<file path="config.mk">
export PLATFORM = sky130hd
export DESIGN_NAME = lane_regfile
export DESIGN_NICKNAME = d
export VERILOG_FILES = /design/src/rtl/lane_regfile_pkg.sv /design/src/rtl/lane_reg.sv /design/src/rtl/lane_regfile.sv
export SDC_FILE = /design/constraint.sdc
export NUM_CORES = 1
export LEC_CHECK = 0
export ABC_AREA = 1
export CORE_UTILIZATION = 41
export CTS_BUF_LIST = sky130_fd_sc_hd__clkbuf_2 sky130_fd_sc_hd__clkbuf_4 sky130_fd_sc_hd__clkbuf_8
export DETAILED_ROUTE_END_ITERATION = 8
export PLACE_DENSITY = 0.56
export SYNTH_ARGS = -nofsm -noshare
export SYNTH_HDL_FRONTEND = slang
export SYNTH_HIERARCHICAL = 1
export SYNTH_SLANG_ARGS = --single-unit
</file>
<file path="constraint.sdc">
create_clock -name clk -period 1.9 [get_ports clk]
set_clock_uncertainty 0.1 [all_clocks]
set_input_delay 0.38 -clock clk [delete_from_list [all_inputs] [get_ports clk]]
set_output_delay 0.38 -clock clk [all_outputs]
set_load 0.01 [all_outputs]
</file>
<file path="src/rtl/lane_regfile_pkg.sv">
// Shared types and helpers for the lane-masked register file.
package lane_regfile_pkg;

  typedef enum logic [0:0] {StIdle, StFlush} lrf_state_t;

  // Upper bounds for the generic mask helper; callers truncate to their own width.
  localparam int unsigned LrfMaxLanes = 32;
  localparam int unsigned LrfMaxW     = 256;
  localparam int unsigned LrfLaneIdxW = $clog2(LrfMaxLanes);
  localparam int unsigned LrfBitIdxW  = $clog2(LrfMaxW);

  // Expand a per-lane enable into a per-bit mask for lanes of lw bits.
  function automatic logic [LrfMaxW-1:0] lane_mask(input logic [LrfMaxLanes-1:0] we,
                                                   input int unsigned lw);
    logic [LrfMaxW-1:0] mask;
    int unsigned        li;
    mask = '0;
    for (int unsigned b = 0; b < LrfMaxW; b++) begin
      li = b / lw;
      if (li < LrfMaxLanes) mask[b[LrfBitIdxW-1:0]] = we[li[LrfLaneIdxW-1:0]];
    end
    return mask;
  endfunction

endpackage

</file>
<file path="src/rtl/lane_reg.sv">
// One register-file entry: LANES lanes of LW bits, per-lane load, synchronous zero,
// asynchronous clear.
module lane_reg #(
  parameter int unsigned LANES = 2,
  parameter int unsigned LW    = 8
) (
  input  logic                clk,
  input  logic                clear,
  input  logic                zero,
  input  logic [LANES-1:0]    we,
  input  logic [LANES*LW-1:0] d,
  output logic [LANES*LW-1:0] q
);

  for (genvar l = 0; l < LANES; l++) begin : g_lane
    logic [LW-1:0] lane_q;

    always_ff @(posedge clk or posedge clear) begin
      if (clear) begin
        lane_q <= '0;
      end else if (zero) begin
        lane_q <= '0;
      end else if (we[l]) begin
        lane_q <= d[l*LW +: LW];
      end
    end

    assign q[l*LW +: LW] = lane_q;
  end

endmodule

</file>
<file path="src/rtl/lane_regfile.sv">
// Lane-masked register file with a one-entry-per-cycle flush engine and a registered,
// write-first read port.
module lane_regfile
  import lane_regfile_pkg::*;
#(
  parameter int unsigned LANES = 2,
  parameter int unsigned LW    = 8,
  parameter int unsigned DEPTH = 8,
  parameter int unsigned AW    = $clog2(DEPTH)
) (
  input  logic                clk,
  input  logic                clear,
  input  logic [LANES-1:0]    we,
  input  logic [AW-1:0]       waddr,
  input  logic [LANES*LW-1:0] wdata,
  input  logic [AW-1:0]       raddr,
  output logic [LANES*LW-1:0] rdata,
  input  logic                flush_req,
  output logic                busy,
  output logic                flush_done,
  output logic                wr_err
);

  localparam int unsigned W       = LANES * LW;
  localparam logic [AW:0] DepthA  = (AW + 1)'(DEPTH);
  localparam logic [AW-1:0] LastPtr = AW'(DEPTH - 1);

  lrf_state_t    state_q;
  logic [AW-1:0] ptr_q;
  logic          busy_q, flush_done_q, wr_err_q;
  logic [W-1:0]  rdata_q, rdata_d;

  logic [W-1:0]  wmask;
  logic [W-1:0]  stored;
  logic [W-1:0]  entry_q [DEPTH];
  logic          waddr_ok, wr_ok, wr_drop;

  assign wmask    = W'(lane_mask(LrfMaxLanes'(we), LW));
  assign waddr_ok = ({1'b0, waddr} < DepthA);
  assign wr_ok    = (|we) && !busy_q && waddr_ok;
  assign wr_drop  = (|we) && (busy_q || !waddr_ok);

  for (genvar i = 0; i < DEPTH; i++) begin : g_entry
    lane_reg #(
      .LANES (LANES),
      .LW    (LW)
    ) u_entry (
      .clk   (clk),
      .clear (clear),
      .zero  (busy_q && (ptr_q == AW'(i))),
      .we    ((wr_ok && (waddr == AW'(i))) ? we : '0),
      .d     (wdata),
      .q     (entry_q[i])
    );
  end

  // Decode by compare so addresses past DEPTH naturally read as zero.
  always_comb begin
    stored = '0;
    for (int unsigned i = 0; i < DEPTH; i++) begin
      if (raddr == AW'(i)) stored = entry_q[i];
    end
  end

  always_comb begin
    rdata_d = stored;
    if (wr_ok && (waddr == raddr)) rdata_d = (stored & ~wmask) | (wdata & wmask);
    if (busy_q && (ptr_q == raddr)) rdata_d = '0;
  end

  always_ff @(posedge clk or posedge clear) begin
    if (clear) begin
      state_q      <= StIdle;
      ptr_q        <= '0;
      busy_q       <= 1'b0;
      flush_done_q <= 1'b0;
      wr_err_q     <= 1'b0;
      rdata_q      <= '0;
    end else begin
      rdata_q      <= rdata_d;
      wr_err_q     <= wr_drop;
      flush_done_q <= 1'b0;
      unique case (state_q)
        StIdle: begin
          if (flush_req) begin
            state_q <= StFlush;
            busy_q  <= 1'b1;
            ptr_q   <= '0;
          end
        end
        StFlush: begin
          if (ptr_q == LastPtr) begin
            state_q      <= StIdle;
            busy_q       <= 1'b0;
            flush_done_q <= 1'b1;
            ptr_q        <= '0;
          end else begin
            ptr_q <= ptr_q + 1'b1;
          end
        end
      endcase
    end
  end

  assign rdata      = rdata_q;
  assign busy       = busy_q;
  assign flush_done = flush_done_q;
  assign wr_err     = wr_err_q;

endmodule
</file>
==> results_dict.tcl <==
set metrics [dict create \
    drtIter0Drc 689 \
    track_usage 0.2572 \
    relSlewSlack 0.6057 \
    cts_tree "yes" \
    status "finished clean" \
    hold_ws_ns 0.3700 \
    grt_use_met1 0.3761 \
    yosys-top-cells-area "dfrtp_1 (47%), nand2_1 (18%), nand3_1 (8.9%)" \
    final_cell_area_um2 9748 \
    dr.pass1.iters 6 \
    layout_min_cycle_time_ns 1.841 \
    root_buffer "clkbuf_8" \
    p_per_area_nw_per_um2 1212 \
    async_reset_ff_frac 1.000 \
    end_kind "output pin" \
    drive_gt1_frac 0.1961 \
    routedWlPerCell_um 17.29 \
    crit_fanout 1 \
    path_clk_slew_ns 0.09 \
    cts.sinks 151 \
    synth-warning-count 6 \
    fmax_mhz 543.0 \
    cp.buffers_inverters 1 \
    yosysTopAreaCell "dfrtp_1" \
    die_h_um 141.7 \
    ios 46 \
    grt_max_degree 24 \
    grt_pass1_wl_um 38270 \
    synth.distinct_cells 32 \
    finalSetupViolCount 0 \
    overflow 0 \
    p_leak_nw 5.092 \
    finalSetupTns_ns 0 \
    dr_total_vias 6921 \
    post-synth-top-count-cell "nand2_1" \
    worstSetupPathType "reg2out" \
    grtUsageMet2 0.3889 \
    cts_hold_buf 0 \
    remaining_drc_errors 0 \
    netlist_area_um2 8006 \
    grt_use_met3 0.03476 \
    ys_seq_elements 151 \
    yosysSeqAreaShare 0.4719 \
    max-vdd-ir-drop_v 0.0006119 \
    grt_pass1_vias 6611 \
    syn_to_final_growth_pct 21.75 \
    dp_hpwl_um 17680 \
    worstPathRequired_ns 1.42 \
    syn-num-nets 1036 \
    viasPerCell 4.954 \
    grt_antenna_before_repair 0 \
    rows 50 \
    synth_ff_type "dfrtp_1" \
    cp-start-kind "flop" \
    numCtsBuffers 17 \
    wirelength_um 24160 \
    period_share 0.9692 \
    synth_common_cells "nand2_1 (386), dfrtp_1 (151), nand3_1 (143)" \
    die_x_um 141.7 \
    max_stage_delay_ns 0.55 \
    synth_top_area_share 0.4719 \
    n_fill_cell 1917 \
    synth-edff-count 0 \
    worstPathCellList "clkdlybuf4s50_1" \
    globalplace.congestion 0.8740 \
    tightestPinTransition_ns 0.5897 \
    crit_arrival_ns 1.36 \
    io_buffer_count 45 \
    ctsLongestPathBuffers 2 \
    rsz0062_at_grt "false" \
    cap_violations 0 \
    busiest_layer "met2" \
    fp.dieArea_um2 20090 \
    syn-instance-count 1003 \
    start_util 0.4238 \
    clk_latency_ns 0.46 \
    syn_avg_cell_area_um2 7.982 \
    maxSlewViolCount 0 \
    power_mw 11.82 \
    placed_area_um2 9285 \
    hold_violations 0 \
    antennaDiodeCount 0 \
    ant_nets 0 \
    core-area_um2 18890 \
    critPathTopFamily "buffers and inverters" \
    hold_path.class "reg2reg" \
    htreeDepth 4 \
    crit_path_top_delay_cell "clkdlybuf4s50_1" \
    final_net_count 1158 \
]
-- state kept, by name, summed over array words and instances (netlist names) --
name                           cells
busy                               1
flush_done                         1
g_entry.u_entry/g_lane.lane_q    128
ptr_q                              3
rdata                             16
state_q                            1
wr_err                             1
-- final timing paths --
path / from / endpoint / slack [ns] / cells past startpoint
max in group asynchronous: clear / g_entry[5].u_entry/g_lane[0].lane_q[1] / 0.91 / 3
min in group asynchronous: clear / g_entry[0].u_entry/g_lane[1].lane_q[0] / 0.53 / 3
hold / removal: g_entry[7].u_entry/g_lane[1].lane_q[5] / g_entry[7].u_entry/g_lane[1].lane_q[5] / 0.37 / 2
setup reg to reg: ptr_q[0] / g_entry[3].u_entry/g_lane[0].lane_q[0] / 0.18 / 7
setup / recovery: rdata[6] / rdata[6] / 0.06 / 1
hold reg to reg: g_entry[7].u_entry/g_lane[1].lane_q[5] / g_entry[7].u_entry/g_lane[1].lane_q[5] / 0.37 / 2
-- cell families (layout without fill, tap and decap cells) --
| family | count (synthesis) | count (layout) | synth area share |
|---|---|---|---|
| AO/OA/AOI/OAI | 45 | 45 | 0.03704 |
| XOR/XNOR | 4 | 4 | 0.004375 |
| adder cells (fa/ha/maj) | 6 | 6 | 0.009376 |
| buffers and inverters | 116 | 250 | 0.08673 |
| flip-flops | 151 | 151 | 0.4719 |
| AND/OR/NAND/NOR | 681 | 681 | 0.3905 |
-- cell usage in the layout, fill, tap and decap left out, types with 7 or more instances in the layout --
cell type | synthesis | final
or2_2 | 14 | 14
nand3_1 | 143 | 143
nor2_1 | 74 | 66
nor2_2 | 0 | 8
o21ai_2 | 11 | 12
nand4_1 | 22 | 22
inv_1 | 58 | 58
nand3_2 | 10 | 9
nor2_4 | 17 | 17
nand2_1 | 386 | 385
a21oi_2 | 7 | 7
a21oi_1 | 20 | 20
buf_12 | 2 | 14
buf_4 | 11 | 82
inv_2 | 13 | 11
clkdlybuf4s50_1 | 0 | 42
clkbuf_8 | 8 | 17
dfrtp_1 | 151 | 151
-- metal layers --
layer,routed length [um],vias to the layer above
li1,-,3427
met1,11520,3249
met2,10790,198
met3,1225,47
met4,626,0
met5,0,-
-- where the power goes --
part	switching [mW]	internal (mW)
Combinational	2.32	1.55
Sequential	0.793	4.60
Clock	1.26	1.30
-- layout make-up --
type | instances | area (um^2) | share of cell area
clock buffer | 18 | 241.5 | 0.02477
tap | 260 | 325.3 | 0.03337
timing repair buffer | 144 | 1384 | 0.1420
inverter | 75 | 294.0 | 0.03016
sequential | 151 | 3779 | 0.3876
clock inverter | 13 | 157.7 | 0.01617
multi-input combinational | 736 | 3567 | 0.3659
-- stage by stage --
step / utilization / cells / setup WS (ns)
after floorplan: - / 1003 / 0.2454
after global placement: 0.4915 / 1365 / -0.5099
after detailed placement: 0.4915 / 1365 / -0.5563
after CTS: 0.5132 / 1396 / 0.01004
after global routing: 0.5160 / 1397 / 0.02067
final: 0.5160 / 1397 / 0.05851
-- what timing repair did --
action                                 in CTS  in global routing
endpoints found under the hold margin       0                  0
setup endpoints to repair                  40                126
buffers inserted                            0                  1
gates resized for setup                     6                 16
pin swaps                                   0                  4
Note: power is estimated with default switching activity, not from simulation.
